===== config.mk =====
export PLATFORM = sky130hd
export DESIGN_NAME = frame_param_scheduler
export DESIGN_NICKNAME = d
export VERILOG_FILES = /design/src/rtl/tiniest_gpu_pkg.sv /design/src/rtl/frame_param_scheduler_param_bank.sv /design/src/rtl/frame_param_scheduler.sv
export SDC_FILE = /design/constraint.sdc
export NUM_CORES = 2
export LEC_CHECK = 0
export ABC_CLOCK_PERIOD_IN_PS = 1650
export BUFFER_PORTS_ARGS = -buffer_cell sky130_fd_sc_hd__buf_2
export CORE_ASPECT_RATIO = 0.75
export CORE_MARGIN = 5
export CORE_UTILIZATION = 50
export CTS_CLUSTER_DIAMETER = 150
export DETAILED_ROUTE_END_ITERATION = 8
export PLACE_DENSITY = 0.76
export SLEW_MARGIN = 15
export SYNTH_ARGS = -nofsm -noshare
export SYNTH_HDL_FRONTEND = slang
export SYNTH_SLANG_ARGS = --single-unit

===== constraint.sdc =====
create_clock -name clk -period 1.65 [get_ports clk]
set_input_delay 0.33 -clock clk [delete_from_list [all_inputs] [get_ports clk]]
set_output_delay 0.33 -clock clk [all_outputs]
set_load 0.05 [all_outputs]

===== src/rtl/tiniest_gpu_pkg.sv =====
// Shared constants and types for the scene-parameter path between the UART
// input assembler and the vertex-setup / raster datapath.
package tiniest_gpu_pkg;

    localparam int NUM_BYTES  = 61;
    localparam int IDX_W      = 6;
    localparam int Y_W        = 10;
    localparam int VS_TIMEOUT = 4096;
    localparam int TMO_W      = 13;

    localparam logic [Y_W-1:0] V_ACTIVE = 10'd480;

    // Byte offsets of the main fields inside the parameter image
    localparam logic [IDX_W-1:0] IDX_X_V0_L      = 6'd0;
    localparam logic [IDX_W-1:0] IDX_NX_L        = 6'd18;
    localparam logic [IDX_W-1:0] IDX_LIGHT_X_L   = 6'd24;
    localparam logic [IDX_W-1:0] IDX_VP00_L      = 6'd30;
    localparam logic [IDX_W-1:0] IDX_X_V3_L      = 6'd54;
    localparam logic [IDX_W-1:0] IDX_RENDER_MODE = 6'd60;

    typedef enum logic [1:0] {
        ST_IDLE   = 2'd0,
        ST_COMMIT = 2'd1,
        ST_KICK   = 2'd2,
        ST_BUSY   = 2'd3
    } state_e;

    function automatic logic idx_valid(input logic [IDX_W-1:0] idx);
        return int'(idx) < NUM_BYTES;
    endfunction

endpackage


===== src/rtl/frame_param_scheduler_param_bank.sv =====
// Shadow/active storage for the parameter image: byte-wise shadow writes and
// a whole-bank shadow->active copy strobe.
module param_bank
    import tiniest_gpu_pkg::*;
(
    input  logic                   clk,
    input  logic                   reset,
    input  logic                   wr_en_i,
    input  logic [IDX_W-1:0]       wr_idx_i,
    input  logic [7:0]             wr_data_i,
    input  logic                   copy_i,
    output logic [8*NUM_BYTES-1:0] active_o
);

    logic [7:0] shadow_q [NUM_BYTES];
    logic [7:0] active_q [NUM_BYTES];

    // A write coinciding with copy_i lands in shadow only; active takes the old byte
    always_ff @(posedge clk) begin
        if (reset) begin
            for (int k = 0; k < NUM_BYTES; k++) begin
                shadow_q[k] <= '0;
                active_q[k] <= '0;
            end
        end else begin
            if (wr_en_i && idx_valid(wr_idx_i)) begin
                shadow_q[wr_idx_i] <= wr_data_i;
            end
            if (copy_i) begin
                active_q <= shadow_q;
            end
        end
    end

    for (genvar k = 0; k < NUM_BYTES; k++) begin : g_pack
        assign active_o[8*k +: 8] = active_q[k];
    end

endmodule


===== src/rtl/frame_param_scheduler.sv =====
// Commits the shadow parameter image to the active bank only during vertical
// blanking, kicks vertex setup and waits for it. Optional: FRAME_PARAM_STATS_EN.
module frame_param_scheduler
    import tiniest_gpu_pkg::*;
(
    input  logic                   clk,
    input  logic                   reset,
    input  logic                   wr_en,
    input  logic [IDX_W-1:0]       wr_idx,
    input  logic [7:0]             wr_data,
    input  logic                   pkt_done,
    input  logic [Y_W-1:0]         y,
    input  logic                   vs_done,
    output logic [8*NUM_BYTES-1:0] active_regs,
    output logic                   pc_data_ready,
    output logic                   busy,
    output logic                   pending,
    output logic                   vs_timeout_err
`ifdef FRAME_PARAM_STATS_EN
   ,output logic [15:0]            commit_cnt,
    output logic [15:0]            overrun_cnt
`endif
);

    localparam logic [TMO_W-1:0] TMO_LAST = TMO_W'(VS_TIMEOUT - 1);

    state_e           state_q, state_d;
    logic             pending_q, pending_d;
    logic             kick_q, kick_d;
    logic             err_q, err_d;
    logic [TMO_W-1:0] tmo_q, tmo_d;
    logic             vblank;
    logic             commit;
    logic             overrun;

    assign vblank  = (y >= V_ACTIVE);
    assign commit  = (state_q == ST_COMMIT);
    // In COMMIT the pending packet is being consumed, so a new one is not an overrun
    assign overrun = pkt_done && pending_q && !commit;

    always_comb begin
        state_d   = state_q;
        pending_d = pending_q | pkt_done;
        kick_d    = 1'b0;
        err_d     = err_q;
        tmo_d     = tmo_q;
        case (state_q)
            ST_IDLE: begin
                if (pending_q && vblank) begin
                    state_d = ST_COMMIT;
                end
            end
            ST_COMMIT: begin
                pending_d = pkt_done;
                kick_d    = 1'b1;
                state_d   = ST_KICK;
            end
            ST_KICK: begin
                tmo_d   = '0;
                state_d = ST_BUSY;
            end
            ST_BUSY: begin
                if (vs_done) begin
                    state_d = ST_IDLE;
                end else if (tmo_q == TMO_LAST) begin
                    err_d   = 1'b1;
                    state_d = ST_IDLE;
                end else begin
                    tmo_d = tmo_q + 1'b1;
                end
            end
            default: state_d = ST_IDLE;
        endcase
    end

    always_ff @(posedge clk) begin
        if (reset) begin
            state_q   <= ST_IDLE;
            pending_q <= 1'b0;
            kick_q    <= 1'b0;
            err_q     <= 1'b0;
            tmo_q     <= '0;
        end else begin
            state_q   <= state_d;
            pending_q <= pending_d;
            kick_q    <= kick_d;
            err_q     <= err_d;
            tmo_q     <= tmo_d;
        end
    end

    param_bank u_bank (
        .clk       (clk),
        .reset     (reset),
        .wr_en_i   (wr_en),
        .wr_idx_i  (wr_idx),
        .wr_data_i (wr_data),
        .copy_i    (commit),
        .active_o  (active_regs)
    );

    assign pc_data_ready  = kick_q;
    assign busy           = (state_q != ST_IDLE);
    assign pending        = pending_q;
    assign vs_timeout_err = err_q;

`ifdef FRAME_PARAM_STATS_EN
    logic [15:0] commit_cnt_q;
    logic [15:0] overrun_cnt_q;

    always_ff @(posedge clk) begin
        if (reset) begin
            commit_cnt_q  <= '0;
            overrun_cnt_q <= '0;
        end else begin
            if (commit) begin
                commit_cnt_q <= commit_cnt_q + 16'd1;
            end
            if (overrun) begin
                overrun_cnt_q <= overrun_cnt_q + 16'd1;
            end
        end
    end

    assign commit_cnt  = commit_cnt_q;
    assign overrun_cnt = overrun_cnt_q;
`endif

endmodule

==> metrics.json <==
{
  "run_status": "finished with violations",
  "violations": "setup timing",
  "slew_at_the_pin_closest_to_its_max_slew_limit_ps": 650.8,
  "grt_start_max_net_pins": 78,
  "ys_seq_area_share_pct": 55.06,
  "num_rows": 85,
  "dr_total_vias": 29780,
  "hold_violations": 0,
  "syn_inst": 3680,
  "crit_arrival_ps": 1580,
  "yosysMostFrequentCell": "dfxtp_1",
  "ios": 521,
  "p_leak_uw": 0.01994,
  "clock-sinks": 994,
  "timing.hold.ws_ps": 44.05,
  "worst_skew_pair.late_latency_ps": 650,
  "synth_warn": 0,
  "first_global_vias": 27860,
  "dominant_combinational_cell_family_by_area_after_synthesis": "multiplexers",
  "globalplace.congestion": 0.7919,
  "rsz0062_at_grt": "true",
  "p_int_uw": 42820,
  "maxSlewHeadroom_pct": 56.61,
  "synthTopCellsByArea": "dfxtp_1 55%, mux2i_1 20%, nor2_1 6.4%",
  "synth_cell_types": 52,
  "totalWireLength_um": 115200,
  "cts_tree": "yes",
  "yosys.area_share.xor_xnor_pct": 0,
  "required_ps": 1320,
  "timing.critical_path.fanout_max": 2,
  "coreArea_um2": 71680,
  "antenna_found_initial": 11,
  "clock-root-buffer": "clkbuf_16",
  "dp.final_hpwl_um": 70450,
  "combPwrFrac_pct": 20.4,
  "post_synth_and_or_nand_nor_area_fraction_pct": 16.89,
  "start_kind": "register",
  "power.ir.vdd_worst_mv": 0.8268,
  "drt_pre_antenna_iters": 7,
  "clock-skew-final_ps": 14.55,
  "starting_utilization_of_the_core_area_pct": 50.42,
  "synth_mux_area_share_pct": 19.94,
  "clkSlewWorstSetupHoldPaths_ps": 70,
  "wl_per_cell_um": 21.47,
  "port_buffers": 515,
  "dr.first_iter.drc_count": 2567,
  "synthesis.nets": 3715,
  "finalCriticalPeriod_ps": 1907,
  "postPlaceCellArea_um2": 41660,
  "flow.area_growth_from_synthesis_pct": 32.35,
  "clk_path_buf_depth": 3,
  "total_grt_usage_pct": 26.74,
  "dieWidth_um": 320.5,
  "vias_per_cell": 5.548,
  "syn-cell-area_um2": 36140,
  "design.final.nets": 4365,
  "final.period_utilization_pct": 115.6,
  "p_seq_share_pct": 42.0,
  "detail-route-antenna-nets": 0,
  "post-synth-top-area-cell": "dfxtp_1",
  "synth.avg_cell_area_um2": 9.822,
  "die_h_um": 242.8,
  "net_switching_uw": 14770,
  "pwr_density_cell_nw_per_um2": 1204,
  "cts-htree-levels": 3,
  "power_frac_clock_pct": 37.6,
  "power_switching_share_pct": 25.65,
  "ys_dominant_reg_cell": "dfxtp_1",
  "synth_area_in_compound_gates_pct": 4.320,
  "synth_top_cells_by_count": "994 x dfxtp_1, 720 x mux2i_1, 614 x nor2_1",
  "timing_worst_setup_path_type": "reg2out",
  "timing_max_transition_violations_final": 0,
  "final.fill_count": 5156,
  "hold_path.class": "in2reg",
  "edff_count_synth": 0,
  "layout_setup_ws_ps": -257.5,
  "final_layout_size_suffix_gt1_share_pct": 25.76,
  "grt-ovfl-total": 0,
  "maxClockFrequency_mhz": 524.3,
  "final_area_um2": 47830,
  "synthAdderAreaFrac_pct": 0.2077,
  "die-area_um2": 77820,
  "synth_top_area_share_pct": 55.06,
  "cts_made_buffers": 91,
  "setup.worst_path.end_class": "primary output",
  "async_reset_ff_share_pct": 0,
  "drv.max_cap_violation_count": 0,
  "remaining_drc_errors": 0,
  "ys_ff_latch": 994,
  "final-setup-viol-count": 439,
  "grt_first_pass_wirelength_um": 165200
}
## final timing paths
path                                      startpoint                    to  slack (ps)  depth (start not counted)
worst max-delay path                      state_q[1]                  busy        -260                          6
worst min-delay path                           reset  u_bank.shadow_q[319]          40                          2
worst max register to register            state_q[1]  u_bank.active_o[246]        -190                         10
worst min register to register  u_bank.shadow_q[345]  u_bank.shadow_q[345]         450                          2
## through the flow
stage	std cells	TNS (ps)	utilization [%]	setup WS, ps	power (uW)
finish	5368	-35840	66.73	-257.5	57590
detailed placement	5099	-25260	58.12	-210.8	31480
CTS	5299	-8058	64.44	-278.8	54850
global route	5366	-61820	66.73	-309.7	59090
global placement	5099	-16080	58.12	-155.9	31460
floorplan	3680	0	-	5.202	29510
## logic make-up (layout without fill, tap and decap cells)
group | Yosys count | after routing
fa+ha+maj | 6 | 6
simple gates | 1357 | 1357
mux | 720 | 720
other cells | 0 | 8
buf+inv | 309 | 1032
flops | 994 | 994
compound gates | 294 | 294
## placed cells by master, fill, tap and decap left out, drive strengths merged, types with 6 or more instances in the layout
cell type and instances:
dfxtp 994, buf 826, mux2i 720, nor2 614
nand2 304, a21oi 268, nand3 262, clkbuf 160
nand2b 123, clkinv 22, inv 15, nand4 12
diode 8, bufinv 6, ha 6
## final cells by class
type	count	area (um^2)	share of cell area, %
antenna	8	20.02	0.04185
clock buffer	133	2718	5.681
clock inverter	33	372.9	0.7795
inverter	12	47.55	0.09940
multi-input combinational	2377	15460	32.32
sequential	994	19920	41.64
tap	957	1197	2.503
timing repair buffer	854	8099	16.93
## power groups by stage
stage	Sequential, uW	Combinational (uW)	Clock, uW
floorplan	24800	4690	0
global placement	24700	6760	0
detailed placement	24700	6780	0
CTS	24200	8890	21800
global route	24200	12000	22900
finish	24200	11800	21700
## layer usage
metal,track usage [%],up-vias,part of all wire (%)
met5,0,-,0.023
met4,9.604,4,3.4
met3,5.414,247,8.2
met2,42.39,1356,46
met1,36.54,14470,42
li1,-,13700,-
## worst max-delay path: stages (launching register included)
cell and delay (ps):
dfxtp_2 340, buf_6 100, inv_4 30, buf_6 110, ha_4 160, inv_2 60, buf_8 140
## sequential cells by signal (all words and copies together) (netlist names)
name,count
pending,1
pc_data_ready,1
vs_timeout_err,1
tmo_q,13
u_bank.active_o,488
state_q,2
u_bank.shadow_q,488
## what timing repair did
item	4_1_cts	5_1_grt
pin swaps	10	63
setup endpoints to repair	194	584
endpoints found under the hold margin	1	0
gates cloned	19	30
setup buffers	14	35
hold buffers	1	0
resized for setup	259	150
No activity file was read; power rests on OpenSTA's default activity.
